==> config.mk <==
export PLATFORM = sky130hd
export DESIGN_NAME = mem_bus_arbiter
export DESIGN_NICKNAME = d
export VERILOG_FILES = /design/src/rtl/mem_bus_arbiter.sv
export SDC_FILE = /design/constraint.sdc
export NUM_CORES = 1
export LEC_CHECK = 0
export CORE_AREA = 2 2 95 97
export CTS_CLUSTER_DIAMETER = 200
export DETAILED_ROUTE_END_ITERATION = 12
export DIE_AREA = 0 0 97 99
export HOLD_SLACK_MARGIN = 0.1
export PLACE_DENSITY = 0.65
export SYNTH_ARGS = -nofsm -noshare
export SYNTH_HDL_FRONTEND = slang
export SYNTH_SLANG_ARGS = --single-unit
==> constraint.sdc <==
create_clock -name clk -period 3.92 [get_ports clk]
set_clock_uncertainty 0.15 [all_clocks]
set_input_delay 0.784 -clock clk [delete_from_list [all_inputs] [get_ports clk]]
set_output_delay 0.784 -clock clk [all_outputs]
set_load 0.05 [all_outputs]
==> src/rtl/mem_bus_arbiter.sv <==
// Purpose: shares one memory port between the IFU (read-only) and the LSU (read/write), one transaction at a time.
// Latency: 1 cycle arbitration (IDLE) + >=1 cycle request (REQ) + >=1 cycle response (RESP); at most one transfer per 3 cycles.
// Backpressure: req/resp ready of the granted master follow the memory / master ready directly; the other master sees ready=0.
// Optional build macro ARB_RR_EN: round-robin arbitration instead of fixed LSU-over-IFU priority.
module mem_bus_arbiter #(
    parameter int ADDR_W = 32,
    parameter int DATA_W = 32
) (
    input  logic                  clk,
    input  logic                  rst,
    input  logic                  ifu_req_valid,
    output logic                  ifu_req_ready,
    input  logic [ADDR_W-1:0]     ifu_addr,
    output logic                  ifu_resp_valid,
    input  logic                  ifu_resp_ready,
    input  logic                  lsu_req_valid,
    output logic                  lsu_req_ready,
    input  logic [ADDR_W-1:0]     lsu_addr,
    input  logic                  lsu_wen,
    input  logic [DATA_W-1:0]     lsu_wdata,
    input  logic [DATA_W/8-1:0]   lsu_wmask,
    output logic                  lsu_resp_valid,
    input  logic                  lsu_resp_ready,
    output logic [DATA_W-1:0]     m_rdata,
    output logic                  s_req_valid,
    input  logic                  s_req_ready,
    output logic [ADDR_W-1:0]     s_addr,
    output logic                  s_wen,
    output logic [DATA_W-1:0]     s_wdata,
    output logic [DATA_W/8-1:0]   s_wmask,
    input  logic                  s_resp_valid,
    output logic                  s_resp_ready,
    input  logic [DATA_W-1:0]     s_rdata
);

    typedef enum logic [1:0] {
        IDLE = 2'd0,
        REQ  = 2'd1,
        RESP = 2'd2
    } state_t;

    state_t state;
    state_t state_nxt;
    logic   grant;        // 0 = IFU, 1 = LSU
    logic   grant_nxt;
    logic   pick_lsu;
    logic   gnt_req_valid;

`ifdef ARB_RR_EN
    logic last_grant;     // master that most recently had its request accepted

    // Round-robin pick: on a tie the master not served last wins; a lone requester always wins.
    always_comb begin
        pick_lsu = lsu_req_valid;
        if (ifu_req_valid && lsu_req_valid) begin
            pick_lsu = ~last_grant;
        end
    end

    // Remember who was served, updated on every accepted memory request.
    always_ff @(posedge clk or negedge rst) begin
        if (!rst) begin
            last_grant <= 1'b0;
        end else if (s_req_valid && s_req_ready) begin
            last_grant <= grant;
        end
    end
`else
    // Fixed priority: the LSU wins whenever it is requesting.
    always_comb begin
        pick_lsu = lsu_req_valid;
    end
`endif

    // State and grant registers; reset abandons any in-flight transaction.
    always_ff @(posedge clk or negedge rst) begin
        if (!rst) begin
            state <= IDLE;
            grant <= 1'b0;
        end else begin
            state <= state_nxt;
            grant <= grant_nxt;
        end
    end

    // Next-state logic and the grant-steered muxes on both channels.
    always_comb begin
        state_nxt      = state;
        grant_nxt      = grant;
        ifu_req_ready  = 1'b0;
        lsu_req_ready  = 1'b0;
        ifu_resp_valid = 1'b0;
        lsu_resp_valid = 1'b0;
        m_rdata        = '0;
        s_req_valid    = 1'b0;
        s_addr         = '0;
        s_wen          = 1'b0;
        s_wdata        = '0;
        s_wmask        = '0;
        s_resp_ready   = 1'b0;
        gnt_req_valid  = grant ? lsu_req_valid : ifu_req_valid;

        case (state)
            IDLE: begin
                // Decision cycle: nothing is accepted here, the grant is only latched.
                if (ifu_req_valid || lsu_req_valid) begin
                    grant_nxt = pick_lsu;
                    state_nxt = REQ;
                end
            end
            REQ: begin
                s_req_valid = gnt_req_valid;
                if (grant) begin
                    s_addr        = lsu_addr;
                    s_wen         = lsu_wen;
                    s_wdata       = lsu_wdata;
                    s_wmask       = lsu_wmask;
                    lsu_req_ready = s_req_ready;
                end else begin
                    s_addr        = ifu_addr;
                    ifu_req_ready = s_req_ready;
                end
                if (gnt_req_valid && s_req_ready) begin
                    state_nxt = RESP;
                end else if (!gnt_req_valid) begin
                    // A master withdrew its request before acceptance; re-arbitrate.
                    state_nxt = IDLE;
                end
            end
            RESP: begin
                m_rdata        = s_rdata;
                ifu_resp_valid = ~grant & s_resp_valid;
                lsu_resp_valid = grant & s_resp_valid;
                s_resp_ready   = grant ? lsu_resp_ready : ifu_resp_ready;
                if (s_resp_valid && s_resp_ready) begin
                    state_nxt = IDLE;
                end
            end
            default: begin
                state_nxt = IDLE;
            end
        endcase
    end

endmodule
==> results of run 1 <==
-- Yosys cell counts --
cell and instances:
nor2_4 1, buf_6 7, a22o_1 33, nor2_1 4
o22a_1 1, and3_1 2, mux2i_1 2, nor2_8 1
o21ai_0 1, nand2_1 1, nor2b_1 1, buf_2 3
a21bo_2 1, nand2b_2 1, clkbuf_1 3, inv_1 1
inv_2 1, dfrtp_1 3, nor2b_2 1, and2_1 71
-- state kept, by name, summed over array words and instances (netlist names) --
name	flops
state	2
grant	1
-- metal layers --
| metal | vias up | global-route usage |
|---|---|---|
| li1 | 958 | - |
| met1 | 849 | 0.1407 |
| met2 | 138 | 0.2276 |
| met3 | 10 | 0.03050 |
| met4 | 0 | 0.03250 |
| met5 | - | 0 |
-- logic make-up (layout without fill, tap and decap cells) --
logic type | Yosys count | count (layout) | synth area share
simple gates | 83 | 83 | 0.5048
compound gates | 36 | 36 | 0.2976
buf+inv | 15 | 256 | 0.1071
flops | 3 | 3 | 0.07143
mux | 2 | 2 | 0.01905
-- worst max-delay path: stages --
cell and delay [ps]:
clkdlybuf4s50_1 500, mux2i_1 110, nor2_1 140, clkdlybuf4s50_1 830
-- final cells by class --
type                       instances  area share
sequential                         3     0.02066
tap                              108     0.03719
timing repair buffer             250      0.6901
multi-input combinational        121      0.2376
clock buffer                       4     0.01240
inverter                           2    0.002066
-- worst paths after layout --
path,from,to,slack (ps),cells past startpoint
worst max register to register,grant$_DFFE_PN0P_,state[1]$_DFFE_PN0P_,2540,3
worst min-delay path,state[1]$_DFFE_PN0P_,state[0]$_DFFE_PN0P_,310,1
worst min register to register,state[1]$_DFFE_PN0P_,state[0]$_DFFE_PN0P_,310,1
min in group asynchronous,rst,state[1]$_DFFE_PN0P_,600,1
worst max-delay path,lsu_req_valid,s_req_valid,610,4
max in group asynchronous,rst,grant$_DFFE_PN0P_,2870,1
-- power breakdown --
group	switching (mW)	internal [mW]
registers	0.0256	0.0463
logic	1.66	0.934
clock network	0.0190	0.0692
-- through the flow --
stage	instance area, µm²	cells	hold slack [ps]	power (mW)
global placement	3588	484	298.7	2.685
detailed placement	3588	484	308.0	2.692
global route	3633	488	333.6	2.870
floorplan	1051	139	277.1	1.860
finish	3633	488	311.1	2.756
CTS	3633	488	310.9	2.788
==> flow_metrics.tcl, run 1 <==
set metrics [dict create \
    dp_hpwl_mm 5.658 \
    clock-sinks 3 \
    ant_nets 0 \
    first_pass_iters 4 \
    cts_buffers 3 \
    hold_path.class "register to register" \
    ios 248 \
    yosysTopAreaCell "and2_1" \
    h-tree-depth 1 \
    ir_drop_uv 332.6 \
    std_cell_rows 34 \
    final_util 0.4249 \
    slew_headroom 0.6427 \
    status "finished clean" \
    first_iter_violations 24 \
    worstMarginPinSlew_ps 534.2 \
    dp_slack_ps 596.6 \
    synth_seq_cells 3 \
    synth_nets 280 \
    end_kind "primary output" \
    fill_cells 847 \
    die-area_um2 9603 \
    postCtsHoldBufs 0 \
    drv_cap 0 \
    ys_warn_count 0 \
    syn_to_final_growth_pct 245.7 \
    post_cts_buffers 0 \
    diodes 0 \
    synth.distinct_cells 20 \
    grt_util_all_layers 0.1229 \
    drv_slew 0 \
    grt_pass1_wl_mm 9.846 \
    seqCellArea_um2 75.07 \
    post_drt_via_cell_ratio 4.006 \
    avgSynthCellArea_um2 7.561 \
    cts_tree "yes" \
    grt_max_degree 71 \
    wl_met3_um 587 \
    grt_pass1_vias 1911 \
    period_share 0.8436 \
    wl_per_cell_um 13.49 \
    met2_wirelength_mm 3.413 \
    place.gp.congestion 0.7578 \
    cts_buffer_depth 2 \
    die_h_um 99 \
    syn_area_um2 1051 \
    nets 522 \
    synthTopCellsByArea "and2_1 (42%), a22o_1 (27%), buf_6 (7.5%), dfrtp_1 (7.1%), mux2i_1 (1.9%)" \
    fmax_mhz 302.4 \
    die_w_um 97 \
    layout_commonest_cell "clkdlybuf4s50_1" \
    multiInputGateArea_um2 863.3 \
    routed.top_layer "met4" \
    portBuffers 247 \
    clock_latency_ps 210 \
    mostFrequentLayoutCells "clkdlybuf4s50_1 (247), and2_1 (71), a22o_1 (33), nor2_1 (4)" \
    cts_resized 0 \
    critical_path_class "input pin to primary output" \
    start_kind "input pin" \
    yosysSeqAreaShare 0.07143 \
    setup_viol 0 \
    yosysTopAreaCellShare 0.4226 \
    p_leak_nw 1.408 \
    clk_pin_slew_ps 30 \
    fin_crit_ps 3307 \
    overflow 0 \
    netlist_instances 139 \
    wl_mm 6.582 \
    fin_ws_ps 613.2 \
    antenna_found_initial 0 \
    wl_met1_mm 2.497 \
    drc 0 \
    cts_root_buf "clkbuf_8" \
    start_util 0.1229 \
    critical_path_required_ps 2990 \
    layout-drive-gt1-share 0.03158 \
    coreArea_um2 8551 \
    p_per_area_nw_per_um2 758.6 \
    setup-tns-final_ps 0 \
    num_vias 1955 \
    arrival_ps 2370 \
    timing_hold_violations_final 0 \
    crit_fanout 3 \
    rsz0062_at_grt "false" \
]
(Power assumes the default switching activity.)
==> run 2: changes to the inputs <==
Settings changed: CORE_AREA 2 2 95 97 to 2 2 97 99, DIE_AREA 0 0 97 99 to 0 0 99 101, PLACE_DENSITY 0.65 to 0.63.
Clock period 3.92 ns to 3.2 ns, I/O delays scaled along.
==> run 2 against run 1 <==
  * Clock-buffer cell count is the same
  * Sequential cell count is the same
  * Power grew 26%
  * Global-route usage shrank 0.49 points
  * Register-to-register slack lost 720 ps
  * Wire length grew 4.4%
  * Sequential power grew 21%
  * Design area shrank 2.5%
  * Critical path depth shrank 1
  * First-iteration DRC count shrank 29%
==> flow_metrics.tcl, run 2 (synthesis results as in run 1) <==
set metrics [dict create \
    status "finished clean" \
    layout_commonest_cell "clkdlybuf4s50_1" \
    critical_path.cell_chain "clkdlybuf4s50_1 -> and2_1 -> clkdlybuf4s50_1" \
    coreArea_um2 8977 \
    start_util 0.1171 \
    grt_pass1_wl_mm 9.522 \
    cp_top_family "buffers and inverters" \
    crit_fanout 1 \
    layout-drive-gt1-share 0.2763 \
    cts_tree "yes" \
    std_cell_rows 35 \
    postCtsHoldBufs 0 \
    fmax_mhz 356.7 \
    diodes 0 \
    crit_slowest_cell "clkdlybuf4s50_1" \
    r2r_cells 4 \
    end_kind "primary output" \
    start_kind "input pin" \
    largest_reg_flops 2 \
    timing_hold_violations_final 0 \
    min_delay_path_depth 1 \
    cts_resized 0 \
    dp_slack_ps 388.4 \
    place.gp.congestion 0.7086 \
    worstMarginPinSlew_ps 514.8 \
    arrival_ps 2010 \
    p_leak_nw 1.612 \
    fin_ws_ps 396.4 \
    drv_slew 0 \
    mostFrequentLayoutCells "clkdlybuf4s50_1 (154), buf_4 (84), and2_1 (71), a22o_1 (33), buf_12 (12)" \
    p_comb_frac 0.943 \
    setup-tns-final_ps 0 \
    internal-power_mw 1.317 \
    ios 248 \
    die_h_um 101 \
    portBuffers 247 \
    rsz0062_at_grt "false" \
    slew_headroom 0.6557 \
    clock-sinks 3 \
    h-tree-depth 1 \
    ant_nets 0 \
    hold_slack_ps 321.5 \
    p_per_area_nw_per_um2 979.8 \
    critical_path_required_ps 2410 \
    fin_crit_ps 2804 \
    num_vias 1976 \
    grt_pass1_vias 1857 \
    netSwitchingFraction 0.6205 \
    cp_num_buf_inv 2 \
    die-area_um2 9999 \
    largest-register "state" \
    grt_util_all_layers 0.1180 \
    critical_path_class "input pin to primary output" \
    seqPwrFrac 0.025 \
    syn_to_final_growth_pct 237.0 \
    die_w_um 99 \
    wl_per_cell_um 14.00 \
    overflow 0 \
    slowest_delay_ps 810 \
    wl_mm 6.873 \
    timing.critical_path.mode_cell "clkdlybuf4s50_1" \
    hold_path.class "register to register" \
    cts_buffer_depth 2 \
    post_drt_via_cell_ratio 4.024 \
    critical_path_depth 3 \
    setup_viol 0 \
    pwr-share-clk 0.032 \
    grt_max_degree 43 \
    clock_latency_ps 220 \
    dp_hpwl_mm 5.909 \
    reg.largest.list "state x2, grant x1" \
    ir_drop_uv 333.1 \
    post_cts_buffers 0 \
    first_pass_iters 4 \
    clk_pin_slew_ps 30 \
    cts_root_buf "clkbuf_8" \
    antenna_found_initial 0 \
    p_switching_mw 2.153 \
    cts_buffers 3 \
    drv_cap 0 \
    drc 0 \
    first_iter_violations 17 \
    period_share 0.8761 \
    nets 522 \
]
## run 2: per-layer routing
layer / global-route usage / part of all wire / up-vias
li1: - / - / 960
met3: 0.03814 / 0.12 / 2
met2: 0.2406 / 0.54 / 150
met4: 0.01264 / 0.0012 / 0
met5: 0 / 0 / -
met1: 0.1189 / 0.33 / 864
## run 2: worst paths after layout
| kind | startpoint | to | slack (ps) |
|---|---|---|---|
| max | s_rdata[31] | m_rdata[31] | 400 |
| min | state[1]$_DFFE_PN0P_ | state[0]$_DFFE_PN0P_ | 320 |
| max reg2reg | state[1]$_DFFE_PN0P_ | state[1]$_DFFE_PN0P_ | 1820 |
| min reg2reg | state[1]$_DFFE_PN0P_ | state[0]$_DFFE_PN0P_ | 320 |
| max in group asynchronous | rst | state[1]$_DFFE_PN0P_ | 2300 |
| min in group asynchronous | rst | grant$_DFFE_PN0P_ | 460 |
## run 2: power by group through the flow
stage	Combinational (mW)	Clock (mW)	Sequential [mW]
global placement	3.30	0	0.0854
CTS	3.32	0.113	0.0869
finish	3.27	0.110	0.0869
floorplan	2.20	0	0.0816
global route	3.41	0.114	0.0909
detailed placement	3.31	0	0.0872
## run 2: layout make-up
class	count	area, µm²
Tap cell	111	138.9
Multi-Input combinational cell	121	863.3
Sequential cell	3	75.07
Clock buffer	4	45.04
Inverter	2	7.507
Fill cell	907	5435
Timing Repair Buffer	250	2412
## run 2: per-stage QoR
stage / cells / utilization / power (mW) / area, µm²
floorplan: 139 / - / 2.278 / 1051
detailed placement: 487 / 0.3895 / 3.396 / 3497
finish: 491 / 0.3946 / 3.471 / 3542
global placement: 487 / 0.3895 / 3.388 / 3497
global route: 491 / 0.3946 / 3.612 / 3542
CTS: 491 / 0.3946 / 3.516 / 3542
==> run 3: changes to the inputs <==
Settings changed: SKIP_LAST_GASP from default to 1.
==> results of run 3 <==
The final DEF is identical to that of run 2; final timing and power are the same.
